$ cat src/rtl/oled_pkg.sv
// Shared definitions for the SSD1306 power sequencer: step-word op codes,
// pin select codes, program start addresses, ROM word layout and FSM states.
package oled_pkg;

    // Step word is {op[1:0], arg[7:0]}.
    typedef enum logic [1:0] {
        OP_SEND  = 2'd0,
        OP_DELAY = 2'd1,
        OP_PIN   = 2'd2,
        OP_END   = 2'd3
    } op_t;

    typedef struct packed {
        op_t        op;
        logic [7:0] arg;
    } step_t;

    // arg[1:0] of a PIN step selects the pin; arg[7] is the level driven.
    localparam logic [1:0] PIN_VDD  = 2'd0;
    localparam logic [1:0] PIN_VBAT = 2'd1;
    localparam logic [1:0] PIN_RES  = 2'd2;

    localparam int              PC_W          = 5;
    localparam logic [PC_W-1:0] PC_UP_START   = 5'd0;
    localparam logic [PC_W-1:0] PC_DOWN_START = 5'd24;

    typedef enum logic [2:0] {
        ST_OFF,
        ST_FETCH,
        ST_SEND,
        ST_WAIT_SPI,
        ST_DELAY,
        ST_WAIT_DLY,
        ST_PIN,
        ST_ON
    } state_t;

    function automatic step_t mk_send(logic [7:0] cmd);
        return '{op: OP_SEND, arg: cmd};
    endfunction

    function automatic step_t mk_delay(logic [7:0] ms);
        return '{op: OP_DELAY, arg: ms};
    endfunction

    // Supplies and reset are active-low: level 0 means "on" for VDD/VBAT.
    function automatic step_t mk_pin(logic [1:0] sel, logic level);
        return '{op: OP_PIN, arg: {level, 5'b0, sel}};
    endfunction

    function automatic step_t mk_end();
        return '{op: OP_END, arg: 8'h00};
    endfunction

endpackage

$ cat src/rtl/oled_seq_rom.sv
// Combinational program ROM for the OLED power sequencer.
// Power-up program at 0..20; power-down program at 24..28 exists only when
// OLED_POWERDOWN_EN is defined. Every unused address reads END so the
// sequencer can never run off the end of a program.
module oled_seq_rom
    import oled_pkg::*;
(
    input  logic [PC_W-1:0] pc,
    output step_t           step
);

    // Address decode of the fixed power-up / power-down programs.
    // NOTE: the ROM is pure combinational decode; there is no storage to reset.
    always_comb begin
        step = mk_end();
        case (pc)
            5'd0:  step = mk_pin(PIN_VDD, 1'b0);
            5'd1:  step = mk_delay(8'd1);
            5'd2:  step = mk_send(8'hAE);
            5'd3:  step = mk_pin(PIN_RES, 1'b0);
            5'd4:  step = mk_delay(8'd1);
            5'd5:  step = mk_pin(PIN_RES, 1'b1);
            5'd6:  step = mk_delay(8'd1);
            5'd7:  step = mk_send(8'h8D);
            5'd8:  step = mk_send(8'h14);
            5'd9:  step = mk_send(8'hD9);
            5'd10: step = mk_send(8'hF1);
            5'd11: step = mk_pin(PIN_VBAT, 1'b0);
            5'd12: step = mk_delay(8'd100);
            5'd13: step = mk_send(8'h81);
            5'd14: step = mk_send(8'h0F);
            5'd15: step = mk_send(8'hA1);
            5'd16: step = mk_send(8'hC8);
            5'd17: step = mk_send(8'hDA);
            5'd18: step = mk_send(8'h20);
            5'd19: step = mk_send(8'hAF);
            5'd20: step = mk_end();
`ifdef OLED_POWERDOWN_EN
            5'd24: step = mk_send(8'hAE);
            5'd25: step = mk_pin(PIN_VBAT, 1'b1);
            5'd26: step = mk_delay(8'd100);
            5'd27: step = mk_pin(PIN_VDD, 1'b1);
            5'd28: step = mk_end();
`endif
            default: step = mk_end();
        endcase
    end

endmodule

$ cat src/rtl/oled_power_seq.sv
// SSD1306 power-up / power-down sequencer.
// Walks the step ROM, drives the supply/reset pins, hands command bytes to
// the SPI sender and waits on the millisecond delay unit. Optional feature
// macro OLED_POWERDOWN_EN compiles in the power-down program and power_off
// handling; without it ON is terminal until rst.
module oled_power_seq
    import oled_pkg::*;
#(
    parameter int DLY_W = 12
) (
    input  logic             clk,
    input  logic             rst,
    input  logic             power_on,
    input  logic             power_off,
    output logic             ready,
    output logic             busy,
    output logic             oled_vdd_n,
    output logic             oled_vbat_n,
    output logic             oled_res_n,
    output logic             oled_dc,
    output logic             spi_send,
    output logic [7:0]       spi_data,
    input  logic             spi_done,
    output logic             delay_start,
    output logic [DLY_W-1:0] delay_time_ms,
    input  logic             delay_done
);

    state_t          state, state_next;
    logic [PC_W-1:0] pc, pc_next;
    step_t           rom_step;
    logic [1:0]      pin_sel;
    logic            pin_level;
    logic            in_seq;

    assign in_seq = (state != ST_OFF) && (state != ST_ON);

    oled_seq_rom u_rom (
        .pc   (pc),
        .step (rom_step)
    );

`ifdef OLED_POWERDOWN_EN
    logic off_pending, off_next;
    logic in_down;

    assign in_down = (pc >= PC_DOWN_START);
`else
    logic unused_power_off;

    assign unused_power_off = power_off;
`endif

    // State, program counter and latched power-off request.
    // NOTE: sequential state uses non-blocking assignments so every register
    // samples the values from before the edge.
    always_ff @(posedge clk) begin
        if (rst) begin
            state <= ST_OFF;
            pc    <= PC_UP_START;
`ifdef OLED_POWERDOWN_EN
            off_pending <= 1'b0;
`endif
        end else begin
            state <= state_next;
            pc    <= pc_next;
`ifdef OLED_POWERDOWN_EN
            off_pending <= off_next;
`endif
        end
    end

    // Next-state, next-pc and power-off latch decisions.
    // NOTE: every signal gets a default before the case so no path infers a latch.
    always_comb begin
        state_next = state;
        pc_next    = pc;
`ifdef OLED_POWERDOWN_EN
        off_next = off_pending;
        // A power-off during power-up (or together with power-on) is held
        // until the up program reaches END.
        if (power_off && ((state == ST_OFF && power_on) || (in_seq && !in_down)))
            off_next = 1'b1;
`endif
        case (state)
            ST_OFF: begin
                if (power_on) begin
                    state_next = ST_FETCH;
                    pc_next    = PC_UP_START;
                end
            end
            ST_FETCH: begin
                case (rom_step.op)
                    OP_SEND:  state_next = ST_SEND;
                    OP_DELAY: state_next = ST_DELAY;
                    OP_PIN:   state_next = ST_PIN;
                    OP_END: begin
`ifdef OLED_POWERDOWN_EN
                        if (in_down) begin
                            state_next = ST_OFF;
                        end else if (off_next) begin
                            state_next = ST_FETCH;
                            pc_next    = PC_DOWN_START;
                            off_next   = 1'b0;
                        end else begin
                            state_next = ST_ON;
                        end
`else
                        state_next = ST_ON;
`endif
                    end
                    default: state_next = ST_OFF;
                endcase
            end
            ST_SEND:  state_next = ST_WAIT_SPI;
            ST_WAIT_SPI: begin
                if (spi_done) begin
                    state_next = ST_FETCH;
                    pc_next    = pc + 5'd1;
                end
            end
            ST_DELAY: state_next = ST_WAIT_DLY;
            ST_WAIT_DLY: begin
                if (delay_done) begin
                    state_next = ST_FETCH;
                    pc_next    = pc + 5'd1;
                end
            end
            ST_PIN: begin
                state_next = ST_FETCH;
                pc_next    = pc + 5'd1;
            end
            ST_ON: begin
`ifdef OLED_POWERDOWN_EN
                if (power_off) begin
                    state_next = ST_FETCH;
                    pc_next    = PC_DOWN_START;
                end
`endif
            end
            default: state_next = ST_OFF;
        endcase
    end

    // Registered outputs: request pulses and operands are loaded in FETCH so
    // they are visible during the SEND/DELAY cycle; pins update in PIN.
    always_ff @(posedge clk) begin
        if (rst) begin
            oled_vdd_n    <= 1'b1;
            oled_vbat_n   <= 1'b1;
            oled_res_n    <= 1'b1;
            oled_dc       <= 1'b0;
            spi_send      <= 1'b0;
            spi_data      <= 8'h00;
            delay_start   <= 1'b0;
            delay_time_ms <= '0;
            ready         <= 1'b0;
            busy          <= 1'b0;
            pin_sel       <= 2'd0;
            pin_level     <= 1'b1;
        end else begin
            oled_dc     <= 1'b0;
            spi_send    <= 1'b0;
            delay_start <= 1'b0;
            if (state == ST_FETCH) begin
                pin_sel   <= rom_step.arg[1:0];
                pin_level <= rom_step.arg[7];
                if (rom_step.op == OP_SEND) begin
                    spi_send <= 1'b1;
                    spi_data <= rom_step.arg;
                end
                if (rom_step.op == OP_DELAY) begin
                    delay_start   <= 1'b1;
                    delay_time_ms <= DLY_W'(rom_step.arg);
                end
            end
            if (state == ST_PIN) begin
                case (pin_sel)
                    PIN_VDD:  oled_vdd_n  <= pin_level;
                    PIN_VBAT: oled_vbat_n <= pin_level;
                    PIN_RES:  oled_res_n  <= pin_level;
                    default:  ;
                endcase
            end
            ready <= (state_next == ST_ON);
            busy  <= (state_next != ST_OFF) && (state_next != ST_ON);
        end
    end

endmodule

$ cat config.mk
export PLATFORM = sky130hd
export DESIGN_NAME = oled_power_seq
export DESIGN_NICKNAME = d
export VERILOG_FILES = /design/src/rtl/oled_pkg.sv /design/src/rtl/oled_seq_rom.sv /design/src/rtl/oled_power_seq.sv
export SDC_FILE = /design/constraint.sdc
export NUM_CORES = 1
export LEC_CHECK = 0
export BUFFER_PORTS_ARGS = -buffer_cell sky130_fd_sc_hd__buf_2
export CAP_MARGIN = 20
export CORE_ASPECT_RATIO = 1.4
export CORE_MARGIN = 2
export CORE_UTILIZATION = 40
export DETAILED_ROUTE_END_ITERATION = 16
export PLACE_DENSITY = 0.6
export SKIP_CTS_REPAIR_TIMING = 1
export SYNTH_ARGS = -nofsm -noshare
export SYNTH_HDL_FRONTEND = slang
export SYNTH_SLANG_ARGS = --single-unit
$ cat constraint.sdc
create_clock -name clk -period 3.18 [get_ports clk]
set_input_delay 0.636 -clock clk [delete_from_list [all_inputs] [get_ports clk]]
set_output_delay 0.636 -clock clk [all_outputs]
set_load 0.03 [all_outputs]
Yosys cells after proc, flatten, opt, wreduce, memory -nomap -nowiden
Memory sizes are Yosys's and may differ from the RTL's. A register that Yosys moved wholly into a read port is not among the register bits.
Index checks and enable logic that the tools add are counted.
Word-level totals
  register bits after elaboration: 34
  latch bits: 0
  RAM bits: 0
  bits in read-only memories: 320
  word-level logic and storage cells: 58
  memories: 1
Operators by class
  add/subtract/negate cells: 1
  multipliers: 0
  divide/modulo/power cells: 0
  magnitude comparators: 0
  equal/unequal tests: 16
  shifts and indexed selects: 0
  multiplexer cells: 13
  bitwise operators: 1
  reductions and logical operators: 13
Memory list
  (name not given): depth 32, width 10, rd ports 1, clocked after Yosys merged registers in 1, wr ports 0, line oled_seq_rom.sv:16  | case (pc)
Operator list (count)
  $mux W5: 5
  $pmux W3 S7: 1
  $pmux W5 S4: 1
  $eq A3 B3 Y1 const B: 4
  $pmux W3 S4: 1
  $reduce_and A2 Y1: 5
  $mux W3: 3
  $eq A2 B2 Y1 const B: 3
  $eq A3 B2 Y1 const B: 2
  $ne A2 B2 Y1 const B: 3
  $add A5 B1 Y5 const B: 1
  $eq A2 B1 Y1 const B: 2
  $logic_not A2 Y1: 2
  $reduce_and A4 Y1: 1
  $reduce_bool A4 Y1: 1
  $eq A3 B1 Y1 const B: 1
  $logic_not A3 Y1: 1
  $ne A3 B3 Y1 const B: 1
  $reduce_bool A3 Y1: 1
  $mux W1: 2
  $reduce_or A2 Y1: 1
  $logic_and A1 B1 Y1: 1
  $not A1 Y1: 1

Depth between registers and ports, before layout
  word-level depth: 5
  mapped depth: 12
  depth with buffers taken out: 10

Hierarchy
From an unflattened synthesis, not the netlist that was laid out.
Second synthesis, totals
  cells, all modules: 216
  area, all modules: 1931.9 um^2
By module, submodules not included
  oled_power_seq: times used 1, cells an instance 152, area each 1448.9 um^2, sequential area each 680.7 um^2
  oled_seq_rom: times used 1, cells an instance 64, area each 483.0 um^2, sequential area each 0.0 um^2

Worst setup path after synthesis
No wires, ideal clock.
  kind: in2reg
  from: in delay_done
  to: reg u_rom.step[7] (netlist name)
  library setup time: 0.129 ns
  arrival time: 2.522 ns
  setup slack: 0.530 ns
  stages: 9
  cells stage by stage: and4b_1 nor4_4 a22oi_1 nor2_1 inv_1 ha_1 mux2_2 nand3_1 o211ai_1
On the way
  cells in the longest elaborated chain, start to end: 4
Ends and longest elaborated chain
  start, declared: line oled_power_seq.sv:26  | input logic delay_done
  $ne A2 B2 Y1 (no source line)
  $reduce_and A4 Y1 (no source line)
  $mux W5 (no source line) (2 in series)
Every way passes these cells.
A chain may end at the register's enable or synchronous reset.

Worst setup path in the final report
  from: reg state[0]
  to: reg u_rom.step[4] (netlist name)
On the way
  cells in the longest elaborated chain, start to end: 5
  elaborated cells on any way between the ends: 12
  classes of those cells: eq/ne (6); mux (3); reduce/logical (3)
Ends and longest elaborated chain
  start, declared: line oled_power_seq.sv:29  | state_t state, state_next;
  start signal, assigned: line oled_power_seq.sv:65  | state <= state_next;
  $eq A3 B3 Y1 (tied with other cells): line oled_power_seq.sv:85  | case (state)
  $reduce_bool A4 Y1 (no source line) / $ne A2 B2 Y1 (equally long branches)
  $reduce_and A4 Y1 (no source line)
  $mux W5 (no source line) * (2 in series)
Every way passes the cells marked *; elsewhere a longest branch is shown, timed or not.

==> run summary <==
Status = finished, final reports clean
Clock Sinks = 44
Syn Std Cell Area = 2290 um^2
Slowest CP cell = dfxtp_1
Synth-to-Final Area Change = 12.0%
Worst Tran Pin Value = 0.770 ns
Share of layout cells above drive strength 1 = 23.2%
Mapped Cells = 249
Seq/Total Area, Yosys = 38.4%
Syn avg cell area = 9.21 um^2
Synth cell types = 60
Setup TNS = 0 ns
Vias = 1,823
TritonCTS clock tree = built
Largest area contributor in the netlist = dfxtp_1
Logic gate share of total power = 17.0%
Gr ovfl total = 0
Crit path max-delay family = simple AND/OR/NAND/NOR gates
Hold path depth = 2
Layout Nets = 288
Max_cap viols = 0
Remaining DRCs = 0
Num CTS Buffers = 5
Setup crit end kind = flop
Clk_skew = 0.00620 ns
Startpoint type of the worst setup path = flop
Fillcell total = 544
Worst reg-to-reg path cell count = 9
# setup viols final = 0
GRT Util Overall = 15.7%
Sequential power share = 48.7%
Final min period = 2.79 ns
Critical path required time = 3.41 ns
First-pass GRT wire length = 7680 um
Clk_lat worst skew = 0.29 ns
Initial DRC Count = 97
Pint = 0.000901 W
Clk pwr share = 34.3%
IO Port Bufs = 27
Die area = 6360 um^2
Vias in the first global route = 1,683
Die Ht = 93.6 um
R2r endpoint = u_rom.step[4]
Vias/cell = 5.30
Post-synth top flop = dfxtp_1
Reg-to-reg slack, setup = 0.39 ns
Post-synth EDFFs = 0
Count leader, synth = dfxtp_1
Final design utilization = 46.5%
# diodes = 0
Crit-path max FO = 16
Die W = 68.0 um
Wire per inst = 13.6 um
Hold Path Class = flop to flop
Initial antenna violation count = 0
Async SR Flop Fraction = 0%
RR Startpoint = state[0]
Detail Route Antenna Nets = 0
Synth top area cells = dfxtp_1 38%, mux2i_1 8.7%, nor2_1 5.1%
Arrival time worst endpoint = 3.03 ns
Worst-path clk slew = 0.08 ns
Cell Area, Placed = 2450 um^2
FMAX = 358 MHz
Site row count = 32
Worst vdd ir = 0.169 mV
Period utilisation layout = 87.9%
RSZ-0062 raised after global routing = no
Largest net degree at the start of global routing = 26
Core area = 5530 um^2
Switching share of power = 29.1%
Yosys warnings = 0
Max clock buf depth = 2
Routability cong. = 0.816
H-tree levels = 2
Worst slew margin = 48.7%
Total Wirelength = 4690 um
CP Buf/Inv Count = 2
Hold EP = oled_res_n
Hold path start = oled_res_n
Post-synth top cells = 44 x dfxtp_1, 31 x nor2_1, 20 x mux2i_1, 17 x nand3_1, 15 x nand2_1
Leak = 1.16 nW
DR pass1 iterations = 4
IO Pins = 34
CP max stage delay = 0.69 ns
Hold Violations, Final = 0
Top cell type's share of synthesized area = 38.4%
Clock root buffer = clkbuf_8
Detailed placer's ending HPWL = 3410 um
Worst setup path category = flop to flop
Sw Pwr = 0.000370 W
Final instance area = 2570 um^2
Critical path, cell by cell = nand4b_1 > nand3_1 > nor2_1 > a211o_1 > inv_1 > ha_1 > inv_1 > or3_1 > a21oi_2
Slew Limit Fails = 0
PwrDens = 495 nW/um^2
Cell mode on critical path = inv_1
#FFs+latches synth = 44
Initial Utilization = 41.5%
-- logic make-up (layout without fill, tap and decap cells) --
family | count (synthesis) | count (layout) | synth area share (%)
adder cells (fa/ha/maj) | 7 | 7 | 3.82
AND/OR/NAND/NOR | 99 | 99 | 24.0
buffers and inverters | 27 | 50 | 6.87
XOR/XNOR | 3 | 3 | 1.15
AO/OA/AOI/OAI | 46 | 46 | 15.9
multiplexers | 22 | 22 | 9.71
other | 1 | 5 | 0.164
flip-flops | 44 | 44 | 38.4
-- registers in the layout, indices dropped and copies added, names as in the netlist --
signal,flops
busy,1
delay_start,1
delay_time_ms,8
oled_res_n,1
oled_vbat_n,1
oled_vdd_n,1
pc,5
pin_level,1
pin_sel,2
ready,1
spi_data,8
spi_send,1
state,3
u_rom.step,10
-- routing by layer --
metal  global-route usage (%)  up-vias  wire length [um]
met1                     18.6      856              2080
met2                     27.1       27              2400
met3                     3.25        7               134
met5                        0        -                 0
met4                     6.00        0                73
li1                         -      933                 -
-- worst max-delay path by stage --
stage               start            end  slack, ns  depth (start not counted)
2_1_floorplan  delay_done  u_rom.step[7]       0.53                          9
3_3_place_gp     power_on  u_rom.step[3]       0.34                          9
3_5_place_dp     power_on  u_rom.step[3]       0.37                          9
4_1_cts          state[0]  u_rom.step[4]       0.42                          9
5_1_grt          state[0]  u_rom.step[0]       0.13                          9
6_report         state[0]  u_rom.step[4]       0.39                          9
-- cell type report --
cell class,count,area [um^2],share of cell area (%)
flip-flops and latches,44,881,34.3
clock buffers,5,68.8,2.68
repair buffers,34,188,7.31
well taps,68,85.1,3.31
multi-input cells,182,1270,49.4
clock inverters,3,46.3,1.80
inverters,8,30.0,1.17
-- stage by stage --
stage | instances | worst slack, ns | power [W] | hold slack [ns]
6_report | 344 | 0.386 | 0.00127 | 0.460
2_1_floorplan | 253 | 0.530 | 0.000809 | 0.455
5_1_grt | 344 | 0.132 | 0.00133 | 0.515
3_5_place_dp | 336 | 0.368 | 0.000846 | 0.447
3_3_place_gp | 336 | 0.339 | 0.000846 | 0.444
4_1_cts | 344 | 0.418 | 0.00128 | 0.468
-- worst reg2reg max path: cells and delay by family (launching register included) --
| family | cells | cell delay [ns] |
|---|---|---|
| flip-flops | 1 | 0.69 |
| adder cells (fa/ha/maj) | 1 | 0.23 |
| AO/OA/AOI/OAI | 2 | 0.52 |
| buffers and inverters | 2 | 0.26 |
| AND/OR/NAND/NOR | 4 | 1.02 |
-- layout by cell type (no fill, tap or decap), types with 6 or more instances in the layout --
cell,instances
mux2i_1,20
nand2_1,15
buf_2,27
nor2_1,31
dfxtp_1,44
buf_4,7
nand2b_1,6
a21oi_1,9
ha_1,7
nand3_1,17
-- power groups by stage --
stage,clock network [W],registers (W),logic [W]
2_1_floorplan,0,0.000611,0.000198
3_3_place_gp,0,0.000631,0.000215
3_5_place_dp,0,0.000631,0.000215
4_1_cts,0.000448,0.000618,0.000217
5_1_grt,0.000470,0.000625,0.000239
6_report,0.000435,0.000619,0.000216
Note: power is estimated with default switching activity, not from simulation.
